## config.mk

```make
export PLATFORM = sky130hd
export DESIGN_NAME = mips_program_loader_flat
export DESIGN_NICKNAME = d
export VERILOG_FILES = /design/src/rtl/mips_loader_pkg.sv /design/src/rtl/mips_program_loader_if.sv /design/src/rtl/byte_packer.sv /design/src/rtl/mips_program_loader.sv /design/src/flat_wrapper.sv
export SDC_FILE = /design/constraint.sdc
export NUM_CORES = 1
export LEC_CHECK = 0
export ABC_AREA = 1
export CORE_MARGIN = 2
export CORE_UTILIZATION = 53
export DETAILED_ROUTE_END_ITERATION = 8
export PLACE_DENSITY = 0.81
export SETUP_SLACK_MARGIN = 0.2
export SLEW_MARGIN = 20
export SYNTH_ARGS = -nofsm -noshare
export SYNTH_HDL_FRONTEND = slang
export SYNTH_SLANG_ARGS = --single-unit
```

## constraint.sdc

```tcl
create_clock -name CLK -period 1.5 [get_ports CLK]
set_input_delay 0.15 -clock CLK [delete_from_list [all_inputs] [get_ports CLK]]
set_output_delay 0.15 -clock CLK [all_outputs]
set_load 0.1 [all_outputs]
```

## src/rtl/mips_loader_pkg.sv

```systemverilog
// Shared types and frame constants for the MIPS program loader.
package mips_loader_pkg;

  typedef enum logic [6:0] {
    StIdle  = 7'b0000001,
    StLenHi = 7'b0000010,
    StLenLo = 7'b0000100,
    StData  = 7'b0001000,
    StCsum  = 7'b0010000,
    StRun   = 7'b0100000,
    StErr   = 7'b1000000
  } state_e;

  localparam int unsigned LenBytes  = 2;
  localparam int unsigned WordBytes = 4;

endpackage

```

## src/rtl/mips_program_loader_if.sv

```systemverilog
// Byte-stream input and instruction-memory write port of the program loader.
interface mips_program_loader_if #(
  parameter int unsigned INSTR_WIDTH = 32,
  parameter int unsigned ADDR_WIDTH  = 7
);

  logic [7:0]             in_byte;
  logic                   in_valid;
  logic                   in_ready;
  logic                   imem_we;
  logic [ADDR_WIDTH-1:0]  imem_addr;
  logic [INSTR_WIDTH-1:0] imem_wdata;

  // Loader side: sinks the stream, drives the memory write port.
  modport master (
    input  in_byte,
    input  in_valid,
    output in_ready,
    output imem_we,
    output imem_addr,
    output imem_wdata
  );

  // Host/memory side.
  modport slave (
    output in_byte,
    output in_valid,
    input  in_ready,
    input  imem_we,
    input  imem_addr,
    input  imem_wdata
  );

endinterface

```

## src/rtl/byte_packer.sv

```systemverilog
// Assembles big-endian bytes into instruction words; flags each completed word for one cycle.
module byte_packer
  import mips_loader_pkg::*;
#(
  parameter int unsigned INSTR_WIDTH = 32
) (
  input  logic                   clk_i,
  input  logic                   rst_i,
  input  logic                   clear_i,
  input  logic                   byte_valid_i,
  input  logic [7:0]             byte_i,
  output logic                   last_byte_o,
  output logic                   word_valid_o,
  output logic [INSTR_WIDTH-1:0] word_o
);

  logic [1:0]             cnt_q;
  logic [INSTR_WIDTH-1:0] shift_q;
  logic                   valid_q;

  assign last_byte_o  = (cnt_q == 2'(WordBytes - 1));
  assign word_valid_o = valid_q;
  assign word_o       = shift_q;

  always_ff @(posedge clk_i) begin
    if (rst_i) begin
      cnt_q   <= 2'd0;
      shift_q <= '0;
      valid_q <= 1'b0;
    end else begin
      valid_q <= byte_valid_i & last_byte_o;
      if (clear_i) begin
        cnt_q <= 2'd0;
      end else if (byte_valid_i) begin
        cnt_q   <= cnt_q + 2'd1;
        shift_q <= {shift_q[INSTR_WIDTH-9:0], byte_i};
      end
    end
  end

endmodule

```

## src/rtl/mips_program_loader.sv

```systemverilog
// Loads a framed, checksummed program image into instruction memory and holds the core in
// reset until the image is verified.
module mips_program_loader
  import mips_loader_pkg::*;
#(
  parameter int unsigned INSTR_WIDTH = 32,
  parameter int unsigned MEM_DEPTH   = 100,
  parameter int unsigned ADDR_WIDTH  = 7
) (
  input  logic                  CLK,
  input  logic                  RST,
  input  logic                  start,
  mips_program_loader_if.master bus,
  output logic                  cpu_rst,
  output logic                  done,
  output logic                  error
);

  localparam int unsigned          LenWidth = 8 * LenBytes;
  localparam logic [LenWidth-1:0]  MaxLen   = LenWidth'(MEM_DEPTH);

  state_e                 state_q, state_d;
  logic                   fire, clear, last_byte, word_valid;
  logic                   len_bad, last_word, csum_ok;
  logic [7:0]             len_hi_q, xor_q;
  logic [LenWidth-1:0]    len_w;
  logic [ADDR_WIDTH-1:0]  last_idx_q, word_idx_q, addr_q;
  logic [INSTR_WIDTH-1:0] word;

  assign fire      = bus.in_valid & bus.in_ready;
  assign clear     = start & ((state_q == StIdle) | (state_q == StRun) | (state_q == StErr));
  assign len_w     = {len_hi_q, bus.in_byte};
  assign len_bad   = (len_w == '0) || (len_w > MaxLen);
  assign last_word = (word_idx_q == last_idx_q);
  assign csum_ok   = (bus.in_byte == xor_q);

  byte_packer #(
    .INSTR_WIDTH (INSTR_WIDTH)
  ) u_byte_packer (
    .clk_i        (CLK),
    .rst_i        (RST),
    .clear_i      (clear),
    .byte_valid_i (fire & (state_q == StData)),
    .byte_i       (bus.in_byte),
    .last_byte_o  (last_byte),
    .word_valid_o (word_valid),
    .word_o       (word)
  );

  always_ff @(posedge CLK) begin
    if (RST) begin
      state_q <= StIdle;
    end else begin
      state_q <= state_d;
    end
  end

  always_comb begin
    state_d = state_q;
    unique case (state_q)
      StIdle, StRun, StErr: if (start) state_d = StLenHi;
      StLenHi:              if (fire) state_d = StLenLo;
      StLenLo:              if (fire) state_d = len_bad ? StErr : StData;
      StData:               if (fire && last_byte && last_word) state_d = StCsum;
      StCsum:               if (fire) state_d = csum_ok ? StRun : StErr;
      default:              state_d = StIdle;
    endcase
  end

  // Status outputs are decodes of the one-hot state flops.
  always_comb begin
    bus.in_ready = 1'b0;
    cpu_rst      = 1'b1;
    done         = 1'b0;
    error        = 1'b0;
    unique case (state_q)
      StLenHi, StLenLo, StData, StCsum: bus.in_ready = 1'b1;
      StRun: begin
        cpu_rst = 1'b0;
        done    = 1'b1;
      end
      StErr:   error = 1'b1;
      default: ;
    endcase
  end

  // addr_q latches the index of the word being written so imem_addr lines up with imem_we.
  always_ff @(posedge CLK) begin
    if (RST) begin
      len_hi_q   <= 8'd0;
      last_idx_q <= '0;
      word_idx_q <= '0;
      xor_q      <= 8'd0;
      addr_q     <= '0;
    end else if (clear) begin
      word_idx_q <= '0;
      xor_q      <= 8'd0;
    end else if (fire) begin
      if (state_q == StLenHi) len_hi_q <= bus.in_byte;
      if (state_q == StLenLo) last_idx_q <= ADDR_WIDTH'(len_w - LenWidth'(1));
      if (state_q == StData) begin
        xor_q <= xor_q ^ bus.in_byte;
        if (last_byte) begin
          addr_q     <= word_idx_q;
          word_idx_q <= word_idx_q + ADDR_WIDTH'(1);
        end
      end
    end
  end

  assign bus.imem_we    = word_valid;
  assign bus.imem_addr  = addr_q;
  assign bus.imem_wdata = word;

endmodule

```

## src/flat_wrapper.sv

```systemverilog
// flat-port wrapper written by rule: the top's interface ports become plain ports
module mips_program_loader_flat import mips_loader_pkg::*;
#(
  parameter int unsigned INSTR_WIDTH = 32,
  parameter int unsigned MEM_DEPTH   = 100,
  parameter int unsigned ADDR_WIDTH  = 7
)
  (CLK, RST, start, cpu_rst, done, error, bus_in_byte, bus_in_valid, bus_in_ready, bus_imem_we, bus_imem_addr, bus_imem_wdata);
  mips_program_loader_if #(.INSTR_WIDTH(INSTR_WIDTH), .ADDR_WIDTH(ADDR_WIDTH)) bus_i ();
  input  logic CLK;
  input  logic RST;
  input  logic start;
  output logic cpu_rst;
  output logic done;
  output logic error;
  input wire logic [$bits(bus_i.in_byte)-1:0] bus_in_byte;
  input wire logic [$bits(bus_i.in_valid)-1:0] bus_in_valid;
  output wire logic [$bits(bus_i.in_ready)-1:0] bus_in_ready;
  output wire logic [$bits(bus_i.imem_we)-1:0] bus_imem_we;
  output wire logic [$bits(bus_i.imem_addr)-1:0] bus_imem_addr;
  output wire logic [$bits(bus_i.imem_wdata)-1:0] bus_imem_wdata;
  assign bus_i.in_byte = bus_in_byte;
  assign bus_i.in_valid = bus_in_valid;
  assign bus_in_ready = bus_i.in_ready;
  assign bus_imem_we = bus_i.imem_we;
  assign bus_imem_addr = bus_i.imem_addr;
  assign bus_imem_wdata = bus_i.imem_wdata;
  mips_program_loader #(.INSTR_WIDTH(INSTR_WIDTH), .MEM_DEPTH(MEM_DEPTH), .ADDR_WIDTH(ADDR_WIDTH)) u_core (.CLK(CLK), .RST(RST), .start(start), .bus(bus_i), .cpu_rst(cpu_rst), .done(done), .error(error));
endmodule
```

==> results of run 1 <==
synthesized netlist by cell type (all sizes together) (3+ instances only):
| library cell | count |
|---|---|
| inv | 45 |
| nand3 | 19 |
| a211oi | 8 |
| xor2 | 4 |
| o21ai | 18 |
| nand2 | 132 |
| nor3 | 5 |
| nand4 | 3 |
| dfxtp | 79 |
| nor2 | 40 |
| ha | 4 |
| xnor2 | 14 |
| a21oi | 64 |
| clkbuf | 13 |
| buf | 10 |
| or2 | 8 |
through the flow:
| step | util | hold WS [ns] |
|---|---|---|
| detailed placement | 0.7874 | 0.4513 |
| global placement | 0.7874 | 0.4450 |
| CTS | 0.9115 | 0.4671 |
| floorplan | - | 0.2927 |
logic make-up after synthesis:
kind of cell | count (synthesis)
buf+inv | 68
compound gates | 92
fa+ha+maj | 4
simple gates | 208
flops | 79
xor+xnor | 18
repair_timing:
item	4_1_cts
buffers inserted	15
gates resized for setup	124
endpoints found under the setup margin	77
cloned	5
pin swaps	26
==> summary.txt, run 1 <==
STA
  • Post-GRT worst EP: bus_in_ready
  • Worst EP kind: output port

Floorplan
  • Die Ht: around 85 µm
  • Die W: about 85 µm
  • # IOs: 56
  • Cell row count: 29
  • Initial Util: 0.5452

Placement
  • Global placer's final weighted congestion: just over 0.9
  • # placed instances: between 600 and 700
  • Port bufs: 55
  • DP Area: about 5000 µm²
  • DP Worst Slack: -0.1356 ns
  • Detailed-placement wirelength estimate: 7036 µm

Logic synthesis
  • Top cells by area, synth: dfxtp_1, nand2_1, a21oi_1
  • Cell taking the most area after synthesis: dfxtp_1
  • Mapped Cells: 469
  • YS warnings: 0
  • FF+latch count, synth: 79
  • Synth cell types: 28
  • Simple-Gate Fraction of Synth Area: 0.2551
  • XOR/XNOR share of the synthesized area: 0.04554
  • Synth Area in Compound Gates: 0.1409
  • Dominant synthesized flop cell: dfxtp_1
  • Synth top area share: 0.4568
  • Avg Inst Size Synth: 7.382 µm²
  • Post-synth ARST share: 0
  • Post-synthesis sequential area ratio: 0.4568
  • Synthesized area: about 3500 µm²
  • Syn_nets: just under 500
  • Multiplexer area fraction after synthesis: 0
  • Synth Area in Adders: 0.01446
  • Post-synth EDFFs: 0
  • Main combinational cell family by area after synthesis: simple AND/OR/NAND/NOR gates

Run status
  • Exit stage: 5_1_grt
  • Tool error: [ERROR DPL-0038] Utilization greater than 100%, impossible to legalize
  • Outcome: did not finish

Global route
  • Largest net degree at the start of global routing: 35

Clock network
  • Clk Tree Root Cell: clkbuf_8
  • Cts hold-fix bufs: 0
  • H-tree Lvls: 3
  • CTS sink count: 79
  • Deepest clock path buffer count: 2
  • CTS Buf Count: 9
==> run 2: changes to the inputs <==
--- a/config.mk
+++ b/config.mk
@@ -7,10 +7,9 @@
 export LEC_CHECK = 0
 export ABC_AREA = 1
 export CORE_MARGIN = 2
-export CORE_UTILIZATION = 53
+export CORE_UTILIZATION = 40
 export DETAILED_ROUTE_END_ITERATION = 8
-export PLACE_DENSITY = 0.81
-export SETUP_SLACK_MARGIN = 0.2
+export PLACE_DENSITY_LB_ADDON = 0.15
 export SLEW_MARGIN = 20
 export SYNTH_ARGS = -nofsm -noshare
 export SYNTH_HDL_FRONTEND = slang
==> summary.txt, run 2 <==
Worst setup path
  • Crit path largest cell delay: 0.38 ns
  • CP max stage cell: dfxtp_4
  • Element type at the critical path start: flop
  • Required @ worst endpoint: 1.75 ns
  • Crit-path max FO: 6
  • CP dominant cell by count: nor2_4
  • R2R setup slack: -0.22 ns
  • WS Path Type: flop to flop
  • Reg-to-Reg Start: u_core.state_q[3]
  • Crit-path leading delay family: simple AND/OR/NAND/NOR gates
  • Worst Path Buf+Inv: 3
  • R2r endpoint: u_core.word_idx_q[4]
  • R2R depth: 11
  • CP Cell Sequence: inv_2, nor2_2, nand2_2, nor2_4, buf_6, nand2_8, nor2_4, buf_8, nand3_2, o21ai_1, a21oi_1
  • Crit path DAT: 1.97 ns
  • Worst setup EP type: flop

Run status
  • Failing checks: setup timing
  • Outcome: complete, but fails checks

Cells and area
  • Design Area, Final: 6274 µm²
  • Max reg flops: 32
  • Final nets: about 600
  • Final Instance Count excl. Fillers: between 600 and 700
  • Layout cells sized above 1: 0.5153
  • Utilization after layout: 0.7559
  • Synth-to-Final Area Change: 81.21%
  • Most common cell after layout, fill and taps aside: nand2_1
  • Antenna diodes: 0
  • Commonest non-fill, non-tap cells in the layout: nand2_1, dfxtp_1, buf_12, buf_4, a21oi_2

Clock network
  • Clk Tree Root Cell: clkbuf_8
  • Deepest clock path buffer count: 2
  • H-tree Lvls: 3
  • Cts hold-fix bufs: 0
  • CTS tree: done
  • Clock latency on the worst-skew pair: 0.36 ns
  • CTS Buf Count: 9
  • Worst-path clk slew: about 0.08 ns
  • CTS sink count: 79

Logic synthesis
  • Dominant synthesized flop cell: dfxtp_1
  • Synth top area share: 0.4568
  • Syn_nets: between 400 and 500
  • Synth cell types: 28
  • Cell taking the most area after synthesis: dfxtp_1
  • Top-count cell post-synth: nand2_1
  • Mapped Cells: approximately 470
  • Avg Inst Size Synth: roughly 7.4 µm²
  • Top cells by area, synth: dfxtp_1, nand2_1, a21oi_1
  • FF+latch count, synth: slightly below 80
  • YS warnings: 0
  • Synthesized area: about 3500 µm²
  • Post-synth ARST share: 0
  • Post-synthesis sequential area ratio: 0.4568
  • Synth top cells by count: nand2_1, dfxtp_1, a21oi_1
  • Post-synth EDFFs: 0

Global route
  • Congestion Overflow GR: 0
  • First-pass GRT wire length: 15,380 µm
  • GRT met2 Usage: 0.3285
  • Initial antenna violation count: 0
  • Largest net degree at the start of global routing: 35
  • Vias in the first global route: around 3,200
  • GR Util met1: 0.2653
  • Top Usage Layer GRT: met2
  • Grt met3 use: 0.03251
  • GRT Total Usage: 0.2015

Drt
  • DRT iter0 DRCs: approximately 240
  • Wire per inst: 16.47 µm
  • Routed Antenna Nets: 0
  • Via count: ~3,600
  • Via density: approximately 5.2
  • First drt pass iteration count: 5
  • Wirelength, routed: between 10,000 and 15,000 µm
  • # DRC: 0

Power and ir drop
  • PwrDens: 1104 nW/µm²
  • Flop pwr share: 0.340
  • Max VDD drop: 0.6490 mV
  • Cell internal pwr: 4.410 mW
  • Pleak: roughly 2.6 nW
  • Power Total: roughly 6.9 mW
  • Clock Power Share: 0.280
  • Switching power: roughly 2.5 mW
  • Combinational group share of total power: 0.380
  • Switch share: 0.3632

Floorplan
  • Core area: 8299 µm²
  • DIE AREA: between 9000 and 10,000 µm²
  • Die Ht: roughly 97 µm
  • Initial Util: 0.4172
  • # IOs: 56
  • Cell row count: 33
  • Die W: 97.04 µm

Placement
  • # placed instances: ~650
  • DP Area: between 4000 and 5000 µm²
  • Detailed-placement wirelength estimate: roughly 6300 µm
  • DP Worst Slack: -0.1362 ns
  • Global placer's final weighted congestion: 0.8411
  • Port bufs: 55

STA
  • Final Cycle Share: 1.148
  • Setup_tns: -5.983 ns
  • RSZ-0062 raised after global routing: yes
  • Slew @ Worst Pin: slightly below 0.5 ns
  • Max Clock Skew: ~0.011 ns
  • Min Tclk post-route: about 1.7 ns
  • Final setup fails: 67
  • Worst slew margin: 0.6739
  • Fin. max-slew vios: 0
  • Final Hold Vio Count: 0
  • Final worst slack: -0.2224 ns
  • Fmax: a little under 600 MHz
  • Min Hold Slack: approximately 0.47 ns

Min path
  • Worst hold stages: 3
  • Hold EP: u_core.state_q[1]
  • HP Start: start
  • Worst Hold Class: input port to flop

Job
  • Max Cap Violations: 0
[run 2: final cells by class]
cell class	count	area, µm²
clock buffers	12	166.4
clock inverters	4	75.07
fillers	541	2026
inverters	45	200.2
multi-input cells	323	2320
flip-flops and latches	79	1604
well taps	105	131.4
repair buffers	127	1777
[run 2: tightest hold or removal path, cell delays in order]
cell and delay (ns):
clkdlybuf4s50_1 0.47, nand2_4 0.11, a21oi_1 0.06
[run 2: kinds of logic (layout without fill, tap and decap cells)]
group / count (synthesis) / in the layout / share of synthesized area
buffers and inverters: 68 / 188 / 0.08710
XOR/XNOR: 18 / 18 / 0.04554
adder cells (fa/ha/maj): 4 / 4 / 0.01446
flip-flops: 79 / 79 / 0.4568
AO/OA/AOI/OAI: 92 / 92 / 0.1410
AND/OR/NAND/NOR: 208 / 209 / 0.2552
[run 2: timing repair]
| action | 4_1_cts | 5_1_grt |
|---|---|---|
| resized for setup | 40 | 202 |
| setup endpoints to repair | 62 | 78 |
| gates cloned | 3 | 6 |
| buffers inserted | 14 | 10 |
| pin swaps | 11 | 52 |
| hold endpoints to repair | 0 | 0 |
[run 2: power by group through the flow]
stage	Clock [mW]	Combinational (mW)	Sequential, mW
6_report	1.94	2.63	2.36
5_1_grt	2.03	2.78	2.37
4_1_cts	1.93	1.89	2.32
3_5_place_dp	0	1.64	2.35
3_3_place_gp	0	1.62	2.34
2_1_floorplan	0	1.04	2.40
[run 2: worst max path at each step]
stage	startpoint	to	slack, ns	cells past startpoint
2_1_floorplan	u_core.state_q[2]	u_core.state_q[3]	0.01	10
3_3_place_gp	bus_in_byte[0]	u_core.state_q[6]	-0.09	10
3_5_place_dp	bus_in_byte[0]	u_core.state_q[6]	-0.14	10
4_1_cts	u_core.state_q[5]	done	-0.21	7
5_1_grt	u_core.state_q[1]	u_core.word_idx_q[4]	-0.30	10
6_report	u_core.state_q[3]	u_core.word_idx_q[4]	-0.22	11
[run 2: metal layers]
layer / routed length, µm / part of all wire
met1: 4735 / 0.41
met4: 299 / 0.026
met5: 0 / 0
met3: 463 / 0.040
met2: 5948 / 0.52
Note: power is estimated with default switching activity, not from simulation.
==> run 3: changes to the inputs <==
--- a/config.mk
+++ b/config.mk
@@ -7,9 +7,11 @@
 export LEC_CHECK = 0
 export ABC_AREA = 1
 export CORE_MARGIN = 2
-export CORE_UTILIZATION = 40
+export CORE_UTILIZATION = 50
+export CTS_CLUSTER_SIZE = 14
 export DETAILED_ROUTE_END_ITERATION = 8
 export PLACE_DENSITY_LB_ADDON = 0.15
+export SKIP_CTS_REPAIR_TIMING = 1
 export SLEW_MARGIN = 20
 export SYNTH_ARGS = -nofsm -noshare
 export SYNTH_HDL_FRONTEND = slang
==> summary.txt, run 3 (same netlist as run 2, synthesis figures left out) <==
STA
  • RSZ-0062 raised after global routing: yes
  • Min Tclk post-route: roughly 1.8 ns
  • Fin. max-slew vios: 0
  • Final Hold Vio Count: 0
  • Fmax: 566.9 MHz
  • Final Cycle Share: 1.176
  • Slew @ Worst Pin: ~0.47 ns
  • Setup_tns: -7.259 ns
  • Final setup fails: 67
  • Final worst slack: -0.2640 ns
  • Worst slew margin: 0.6841
  • Min Hold Slack: 0.4478 ns
  • Max Clock Skew: about 0.0098 ns

Worst setup path
  • Crit-path max FO: 4
  • WS Path Type: flop to flop
  • Required @ worst endpoint: around 1.8 ns
  • R2R depth: 11
  • Reg-to-Reg Start: u_core.state_q[6]
  • Element type at the critical path start: flop
  • Crit path DAT: roughly 2.1 ns
  • R2R setup slack: -0.26 ns
  • R2r endpoint: u_core.state_q[6]
  • Worst setup EP type: flop

Power and ir drop
  • Switch share: 0.3478
  • Clock Power Share: 0.327
  • Max VDD drop: a little under 0.7 mV
  • PwrDens: about 1100 nW/µm²
  • Switching power: between 2 and 2.5 mW
  • Cell internal pwr: 4.277 mW
  • Power Total: between 6 and 7 mW
  • Combinational group share of total power: 0.310
  • Flop pwr share: 0.363
  • Pleak: between 2 and 2.5 nW

Placement
  • # placed instances: 622
  • DP Worst Slack: -0.1686 ns
  • Detailed-placement wirelength estimate: approximately 6400 µm
  • Global placer's final weighted congestion: between 0.8 and 0.9
  • Port bufs: 55
  • DP Area: 4848 µm²

Floorplan
  • # IOs: 56
  • Core area: between 6000 and 7000 µm²
  • Cell row count: 30
  • Initial Util: 0.5124
  • Die W: between 80 and 90 µm
  • Die Ht: 87.21 µm
  • DIE AREA: 7606 µm²

Min path
  • Worst Hold Class: input port to flop
  • Hold EP: u_core.state_q[1]
  • Worst hold stages: 3
  • HP Start: start

Clock network
  • CTS sink count: 79
  • CTS Buf Count: 9
  • CTS tree: done
  • Worst-path clk slew: around 0.090 ns
  • H-tree Lvls: 3
  • Clock latency on the worst-skew pair: 0.37 ns
  • Deepest clock path buffer count: 2
  • Clk Tree Root Cell: clkbuf_8

Cells and area
  • Most common cell after layout, fill and taps aside: nand2_1
  • Fillers: just over 300
  • Design Area, Final: between 5000 and 6000 µm²
  • Utilization after layout: 0.8589
  • Antenna diodes: 0
  • Synth-to-Final Area Change: 67.62%
  • Final Instance Count excl. Fillers: 651
  • Max reg flops: 32
  • Layout cells sized above 1: 0.4028
  • Final nets: ~580
  • Commonest non-fill, non-tap cells in the layout: nand2_1, dfxtp_1, buf_12, inv_1, buf_4

Drt
  • Wirelength, routed: 11,970 µm
  • Via density: between 5 and 6
  • # DRC: 0
  • Via count: around 3,700
  • Wire per inst: approximately 18 µm
  • Routed Antenna Nets: 0
  • First drt pass iteration count: 5
  • DRT iter0 DRCs: approximately 190

Run status
  • Outcome: complete, but fails checks
  • Failing checks: setup timing

Global route
  • First-pass GRT wire length: 14,290 µm
  • Congestion Overflow GR: 0
  • Vias in the first global route: 3,033
  • Initial antenna violation count: 0
  • Largest net degree at the start of global routing: 27
  • GRT Total Usage: 0.2425

Job
  • Max Cap Violations: 0
run 3: final cells by class:
cell class                      instances  area, µm²  area share
Inverter                               45      198.9     0.03428
Clock buffer                           12      176.4     0.03040
Sequential cell                        79       1600      0.2758
Timing Repair Buffer                  109       1558      0.2684
Multi-Input combinational cell        322       2072      0.3571
Clock inverter                          4      97.59     0.01682
Tap cell                               80      100.1     0.01725
run 3: worst max-delay path: stages, from the launching register on:
cell and delay, ns:
dfxtp_4 0.40, inv_4 0.06, nand3_4 0.13, buf_4 0.13
inv_1 0.03, nand2_1 0.05, nand3_1 0.20, nand2_2 0.17
nand2_1 0.07, nor2_1 0.19, nand2_1 0.10, a21oi_1 0.14
run 3: power groups by stage:
stage                     Sequential (mW)  Combinational, mW  Clock (mW)
after floorplan                      2.40               1.04           0
after global placement               2.34               1.55           0
after detailed placement             2.35               1.59           0
after CTS                            2.30               1.61        2.11
after global routing                 2.39               2.14        2.21
final                                2.38               2.03        2.15
run 3: worst max-delay path by stage:
stage | startpoint | end
floorplan | u_core.state_q[2] | u_core.state_q[3]
global placement | bus_in_byte[0] | u_core.state_q[6]
detailed placement | u_core.state_q[1] | u_core.word_idx_q[5]
CTS | u_core.state_q[2] | bus_in_ready
global route | u_core.state_q[6] | u_core.state_q[6]
finish | u_core.state_q[6] | u_core.state_q[6]
run 3: metal layers:
layer | track usage | vias to the layer above | part of all wire | routed length [µm]
met3 | 0.03791 | 63 | 0.059 | 712
met4 | 0.09371 | 0 | 0.052 | 621
li1 | - | 1692 | - | -
met2 | 0.4018 | 190 | 0.51 | 6052
met5 | 0 | - | 0 | 0
met1 | 0.3181 | 1748 | 0.38 | 4582
==> run 4: changes to the inputs <==
--- a/config.mk
+++ b/config.mk
@@ -6,10 +6,12 @@
 export NUM_CORES = 1
 export LEC_CHECK = 0
 export ABC_AREA = 1
+export CAP_MARGIN = 20
 export CORE_MARGIN = 2
 export CORE_UTILIZATION = 50
 export CTS_CLUSTER_SIZE = 14
 export DETAILED_ROUTE_END_ITERATION = 8
+export GPL_ROUTABILITY_DRIVEN = 0
 export PLACE_DENSITY_LB_ADDON = 0.15
 export SKIP_CTS_REPAIR_TIMING = 1
 export SLEW_MARGIN = 20
==> results of run 4 <==
The final DEF is identical to that of run 3; final timing and power are the same.
